**src/rtl/debounce_multi.sv**
```systemverilog
// debounce_multi: per-channel button conditioner with a two-flop synchroniser and a debounce window.
// It also produces press, release and long-press pulses.
module debounce_multi #(
    parameter int N_CH          = 4,
    parameter int DB_CYCLES     = 5000,
    parameter int LONG_CYCLES   = 100000,
    parameter bit ACTIVE_LOW_IN = 1'b0
) (
    input  logic            clk,
    input  logic            rst,
    input  logic [N_CH-1:0] btn,
    output logic [N_CH-1:0] level,
    output logic [N_CH-1:0] press_p,
    output logic [N_CH-1:0] release_p,
    output logic [N_CH-1:0] long_p,
    output logic            any_press
);
    localparam int DW = $clog2(DB_CYCLES);
    localparam int HW = $clog2(LONG_CYCLES + 1);
    localparam logic [DW-1:0] DB_LAST   = DW'(DB_CYCLES - 1);
    localparam logic [HW-1:0] HOLD_LAST = HW'(LONG_CYCLES - 1);
    localparam logic [HW-1:0] HOLD_DONE = HW'(LONG_CYCLES);

    logic [N_CH-1:0] pin;
    logic [N_CH-1:0] sync1;
    logic [N_CH-1:0] sync2;

    // Polarity is corrected before the synchroniser so reset means "released".
    assign pin = ACTIVE_LOW_IN ? ~btn : btn;

    always_ff @(posedge clk) begin
        if (!rst) begin
            sync1 <= '0;
            sync2 <= '0;
        end else begin
            sync1 <= pin;
            sync2 <= sync1;
        end
    end

    for (genvar i = 0; i < N_CH; i++) begin : g_ch
        logic [DW-1:0] db_cnt;
        logic [HW-1:0] hold_cnt;
        logic          lvl;
        logic          pr;
        logic          rl;
        logic          lp;
        logic          flip;
        logic          fall;

        assign flip = (sync2[i] != lvl) && (db_cnt == DB_LAST);
        assign fall = flip && lvl;

        always_ff @(posedge clk) begin
            if (!rst) begin
                db_cnt <= '0;
                lvl    <= 1'b0;
                pr     <= 1'b0;
                rl     <= 1'b0;
            end else begin
                pr <= flip && !lvl;
                rl <= fall;
                if (sync2[i] == lvl) begin
                    db_cnt <= '0;
                end else if (flip) begin
                    lvl    <= sync2[i];
                    db_cnt <= '0;
                end else begin
                    db_cnt <= db_cnt + 1'b1;
                end
            end
        end

        // A release finishing on the firing cycle suppresses the long pulse.
        always_ff @(posedge clk) begin
            if (!rst) begin
                hold_cnt <= '0;
                lp       <= 1'b0;
            end else begin
                lp <= 1'b0;
                if (!lvl || fall) begin
                    hold_cnt <= '0;
                end else if (hold_cnt == HOLD_LAST) begin
                    hold_cnt <= HOLD_DONE;
                    lp       <= 1'b1;
                end else if (hold_cnt != HOLD_DONE) begin
                    hold_cnt <= hold_cnt + 1'b1;
                end
            end
        end

        assign level[i]     = lvl;
        assign press_p[i]   = pr;
        assign release_p[i] = rl;
        assign long_p[i]    = lp;
    end

    assign any_press = |press_p;

endmodule

```
**config.mk**
```make
export PLATFORM = sky130hd
export DESIGN_NAME = debounce_multi
export DESIGN_NICKNAME = d
export VERILOG_FILES = /design/src/rtl/debounce_multi.sv
export SDC_FILE = /design/constraint.sdc
export NUM_CORES = 1
export LEC_CHECK = 0
export ABC_AREA = 1
export CAP_MARGIN = 30
export CORE_ASPECT_RATIO = 1.1
export CORE_MARGIN = 3
export CORE_UTILIZATION = 30
export DETAILED_ROUTE_END_ITERATION = 10
export PLACE_DENSITY = 0.53
export SLEW_MARGIN = 20
export SYNTH_ARGS = -nofsm -noshare
export SYNTH_HDL_FRONTEND = slang
export SYNTH_SLANG_ARGS = --single-unit
```
**constraint.sdc**
```tcl
create_clock -name clk -period 1.4 [get_ports clk]
set_clock_uncertainty 0.1 [all_clocks]
set_input_delay 0.28 -clock clk [delete_from_list [all_inputs] [get_ports clk]]
set_output_delay 0.28 -clock clk [all_outputs]
set_load 0.005 [all_outputs]
```
==> impl_metrics.py <==
metrics = {
    "clocking": {
        "htree_levels": 4,
        "clockBufferDepth": 2,
        "clk_latency_ns": 0.42,
        "cts_sinks": 144,
        "cts_tree": "yes",
        "path_clk_slew_ns": 0.06,
        "cts_inserted_buffers": 17,
        "cts-root-buf": "clkbuf_16",
    },
    "sta": {
        "tightest_slew_ns": 0.3614,
        "fmaxAchievable_ghz": 0.5772,
        "post-route-min-period_ns": 1.733,
        "rsz0062_at_grt": "true",
        "slew_violations": 0,
        "hold_viol_final": 0,
        "setup_viol": 41,
        "relSlewSlack": 0.7588,
        "final.period_utilization": 1.238,
        "layout_setup_ws_ns": -0.3326,
    },
    "floorplanning": {
        "die_area_um2": 26330,
        "die_x_um": 155.0,
        "die_y_um": 169.9,
        "core_um2": 23840,
        "start_util": 0.3072,
        "row_count": 59,
        "io_pins": 23,
    },
    "global_route": {
        "grt_pass1_wl_um": 29880,
        "gr-total-overflow": 0,
        "grt_max_degree": 17,
        "grt_pass1_vias": 6610,
        "grtUsageTotal": 0.1361,
        "antenna_found_initial": 0,
    },
    "worst_setup_path": {
        "start_kind": "flop",
        "reg2reg_to": "g_ch[2].hold_cnt[10]",
        "endpoint_kind": "primary output",
        "crit_type": "flop to primary output",
        "crit_path_start": "g_ch[1].pr",
        "ff2ff_setup_slack_ns": -0.07,
        "r2r-start": "g_ch[2].db_cnt[1]",
        "crit_end": "any_press",
        "crit_fanout": 2,
        "required_ns": 1.02,
        "arrival_ns": 1.35,
        "r2r_cells": 8,
    },
    "detailed_routing": {
        "drt-total-wl_um": 18460,
        "drc": 0,
        "drtIter0Drc": 300,
        "vias": 7023,
        "firstDrtPassIters": 4,
        "vias_per_cell": 4.476,
        "ant_nets": 0,
        "wl_per_cell_um": 11.76,
    },
    "place": {
        "dpl_cell_area_um2": 8890,
        "place_hpwl_um": 12410,
        "port_buffers": 22,
        "gp_congestion": 0.8290,
    },
    "cells_and_area": {
        "syn_to_final_growth_pct": 50.20,
        "fin_area_um2": 11000,
        "nNetsFinal": 1269,
        "final_util": 0.4615,
        "layout-drive-gt1-share": 0.3837,
        "n_antenna_cell": 0,
        "fill_cells": 2380,
    },
    "synthesis": {
        "seq_area_frac_synth": 0.3935,
        "syn_area_um2": 7326,
        "avgSynthCellArea_um2": 6.905,
        "ys_ff_latch": 144,
        "yosys_warnings": 0,
        "synth.net_count": 1079,
        "synthCells": 1061,
        "yosysUniqueCellTypes": 30,
    },
    "pwr": {
        "p_leak_nw": 4.155,
        "power.density_nw_per_um2": 831.2,
        "ir_worst_vdd_v": 0.0007423,
    },
    "hold_path": {
        "hp-class": "primary input to flop",
    },
    "run_status": {
        "violations": "setup timing",
        "status": "finished, violations left",
    },
    "run": {
        "maxCapViolCount": 0,
    },
}
## metrics by stage
| step | TNS, ns | setup slack, ns | instances | hold WS [ns] | power (mW) |
|---|---|---|---|---|---|
| finish | -1.467 | -0.3326 | 1569 | 0.2912 | 9.146 |
| detailed placement | -23.87 | -0.2934 | 1513 | 0.3138 | 4.304 |
| global placement | -23.34 | -0.2861 | 1513 | 0.3273 | 4.304 |
| global route | -6.772 | -0.4119 | 1569 | 0.2803 | 9.480 |
| floorplan | 0 | 0.001158 | 1061 | 0.2776 | 4.250 |
| CTS | -1.251 | -0.3596 | 1563 | 0.2683 | 9.287 |
## power breakdown
| part | internal, mW | leakage, nW | switching (mW) |
|---|---|---|---|
| logic | 0.0634 | 2.67 | 0.0599 |
| registers | 4.10 | 1.18 | 0.0116 |
| clock network | 3.06 | 0.300 | 1.85 |
## layout by cell type (no fill, tap or decap), types with 10 or more instances in the layout
| master | count |
|---|---|
| nand2_1 | 176 |
| inv_1 | 151 |
| buf_4 | 144 |
| nor2_1 | 126 |
| dfxtp_1 | 104 |
| nand3_1 | 76 |
| nor2_2 | 62 |
| xor2_1 | 36 |
| nand4_1 | 36 |
| dfxtp_2 | 34 |
| nor2_4 | 28 |
| a21oi_2 | 24 |
| buf_6 | 22 |
| nand2_2 | 20 |
| clkbuf_16 | 18 |
| nand3_4 | 16 |
| nor3_1 | 15 |
| inv_2 | 14 |
| nand3_2 | 12 |
| xnor2_1 | 12 |
| ha_4 | 11 |
| nor3_2 | 10 |
## state kept, by name (all words and copies together), names as in the netlist
signal	count
g_ch.hold_cnt	68
g_ch.lp	4
g_ch.pr	4
sync2	4
g_ch.rl	4
g_ch.lvl	4
g_ch.db_cnt	52
sync1	4
## how the worst min path moves through the flow
stage | start | endpoint | slack, ns | cells past startpoint
final | btn[2] | sync1[2] | 0.29 | 3
after global routing | btn[2] | sync1[2] | 0.28 | 3
after CTS | btn[2] | sync1[2] | 0.27 | 3
after detailed placement | sync1[0] | sync2[0] | 0.31 | 2
after global placement | sync1[0] | sync2[0] | 0.33 | 2
after floorplan | btn[0] | sync1[0] | 0.28 | 2
## cell usage after synthesis (all sizes together)
library cell  count  area, um^2
inv             171       641.9
clkbuf            1       3.750
nor3             30       187.7
xor2             45       394.1
a21oi            29       152.7
ha               12       150.1
or2               2       12.52
nor2            216       833.3
nand4            36       225.2
nand3b            5       37.54
o21ai            18       90.09
buf              25       210.2
o21bai            1       7.510
or4               1       7.510
nor3b             3       22.52
xnor2            15       131.4
dfxtp           144        2883
nand3           102       555.5
nand2           205       779.5
## critical path, stage by stage (launching register included)
cell and delay [ns]:
dfxtp_1 0.31, or4_1 0.50, buf_2 0.14
## area by class of cell
type / count / area [um^2] / area share
Clock inverter: 14 / 202.7 / 0.01842
Inverter: 171 / 659.4 / 0.05993
Timing Repair Buffer: 195 / 1682 / 0.1528
Tap cell: 305 / 381.6 / 0.03468
Multi-Input combinational cell: 722 / 4691 / 0.4263
Sequential cell: 144 / 2948 / 0.2679
Clock buffer: 18 / 439.2 / 0.03991
## repair_timing
item,CTS,global route
pin swaps,43,70
endpoints found under the setup margin,133,141
gates cloned,5,1
hold endpoints to repair,0,0
gates resized for setup,132,265
hold buffers,0,0
setup buffers,13,8
## metal layers
metal | global-route usage | up-vias | wire, um
li1 | - | 3689 | -
met1 | 0.1697 | 3250 | 8201
met2 | 0.2383 | 69 | 9601
met3 | 0.02925 | 15 | 473
met4 | 0.03648 | 0 | 181
met5 | 0 | - | 0
## logic make-up after synthesis
family / count (synthesis) / share of synthesized area
xor gates and xnor gates: 60 / 0.07173
AOI/OAI and AO/OA: 48 / 0.03416
adders and majority gates: 12 / 0.02049
and+or+nand+nor: 600 / 0.3633
buffers and inverters: 197 / 0.1168
DFF: 144 / 0.3935
No activity file was read; power rests on OpenSTA's default activity.
==> RTL change: new RTL, same flow settings <==
Change the parameter `DB_CYCLES` from 5000 to 20000.
--- a/src/rtl/debounce_multi.sv
+++ b/src/rtl/debounce_multi.sv
@@ -3,5 +3,5 @@
 module debounce_multi #(
     parameter int N_CH          = 4,
-    parameter int DB_CYCLES     = 5000,
+    parameter int DB_CYCLES     = 20000,
     parameter int LONG_CYCLES   = 100000,
     parameter bit ACTIVE_LOW_IN = 1'b0
Formal check against the unedited RTL: same outputs for any inputs over 10 cycles, from zero or initial values and one cycle with rst low; that may be too few to reach the edited logic, so the function may still have changed.
==> RTL change against the original RTL <==
  * The run still ends with negative setup slack left
  * First-iteration DRC count is 5.7% lower
  * Final cell count is 15% higher
  * Setup slack worse by 59 ps
  * Total power is 1.6% higher
  * Routed wire length is 12% higher
  * Area after synthesis is 9.6% higher
  * Final area is 9.6% higher
  * Sequential cell count is 8 higher
  * Critical path type unchanged
  * Critical endpoint unchanged
  * Largest power group unchanged
  * Highest routed layer unchanged
==> RTL change: results (changes against the original RTL) <==
| Metric | Value |
|---|---|
| Hold Path Origin | btn[3] (was btn[2]) |
| Post-Place Cells | 1,736 (was 1,513) |
| Largest cells by area after synthesis | dfxtp_1 38%, nand2_1 13%, nor2_1 12% (was dfxtp_1 39%, nor2_1 11%, nand2_1 10%) |
| Outcome | finished with violations (unchanged) |
| M1 GR Usage | 17.3% (was 17.0%) |
| Dpl hpwl | 14,300 microns (was 12,400 microns) |
| Filler instances | 2,640 (was 2,380) |
| Worst Setup Slack, final | -392 ps (was -333 ps) |
| Met2 Wirelength | 10,600 microns (was 9600 microns) |
| Largest registers | g_ch.hold_cnt: 68 flops, g_ch.db_cnt: 60 flops (was g_ch.hold_cnt: 68 flops, g_ch.db_cnt: 52 flops) |
| Core region area | 26,200 sq um (was 23,800 sq um) |
| Post-Place Worst Slack | -315 ps (was -293 ps) |
| Endpoints failing setup | 64 (was 41) |
| Met3 global-route usage | 2.71% (was 2.92%) |
| Drt first pass iters | 5 (was 4) |
| Sw Share | 20.4% (was 21.0%) |
| Design Power | 9.29 mW (was 9.15 mW) |
| Via count | 7,856 (was 7,023) |
| Hold slack | 286 ps (was 291 ps) |
| Layout cells sized above 1 | 38.0% (was 38.4%) |
| Syn nets | 1,232 (was 1,079) |
| Via density | 4.36 (was 4.48) |
| Hold Path Sink | sync1[3] (was sync1[2]) |
| CP peak stage delay | 540 ps (was 500 ps) |
| Flop pwr share | 46.6% (was 45.0%) |
| Failing checks | negative setup slack (unchanged) |
| CP max stage cell | or4_4 (was or4_1) |
| Met3 WL | 395 microns (was 473 microns) |
| Met2 Use GR | 25.4% (was 23.8%) |
-- RTL change: cell count changes after synthesis, moves of 3 or more --
cell	before	now
xnor2_1	15	19
nand3_1	93	99
nand2_1	201	280
nor2_1	209	257
nor3b_1	3	0
inv_1	169	182
nor2_2	6	14
xor2_1	45	38
dfxtp_1	144	152
-- RTL change: metrics by stage --
step                      TNS [ps]  util [%]  instance area [sq um]
after CTS                    -1180      42.0                  11000
after global placement      -22780      37.6                   9860
after floorplan                  0         -                   8080
final                        -2920      46.0                  12100
after detailed placement    -25120      37.6                   9860
after global routing         -9480      46.0                  12100
-- RTL change: timing repair --
| action | in CTS | in global routing |
|---|---|---|
| gates cloned | 4 | 2 |
| setup buffers | 11 | 19 |
| resized for setup | 175 | 272 |
| endpoints found under the setup margin | 140 | 148 |
| pin swaps | 44 | 106 |
-- RTL change: worst max-delay path by stage --
stage | startpoint | to | slack (ps) | cells after the start
2_1_floorplan | g_ch[2].db_cnt[0] | g_ch[2].db_cnt[4] | 2 | 9
3_3_place_gp | g_ch[1].pr | any_press | -330 | 2
3_5_place_dp | rst | g_ch[2].hold_cnt[14] | -310 | 6
4_1_cts | g_ch[3].pr | any_press | -410 | 2
5_1_grt | g_ch[3].pr | any_press | -430 | 2
6_report | g_ch[0].pr | any_press | -390 | 2
-- RTL change: final cells by class --
cell class	instances	area (sq um)	share of cell area (%)
timing repair buffer	229	1930	16.0
clock buffer	20	447	3.70
tap	352	440	3.65
multi-input combinational	854	5220	43.3
inverter	184	716	5.93
clock inverter	12	175	1.45
sequential	152	3130	26.0
-- RTL change: tightest hold or removal path, stage by stage --
cell,delay (ps)
clkdlybuf4s50_1,400
nand2_1,60
inv_1,30
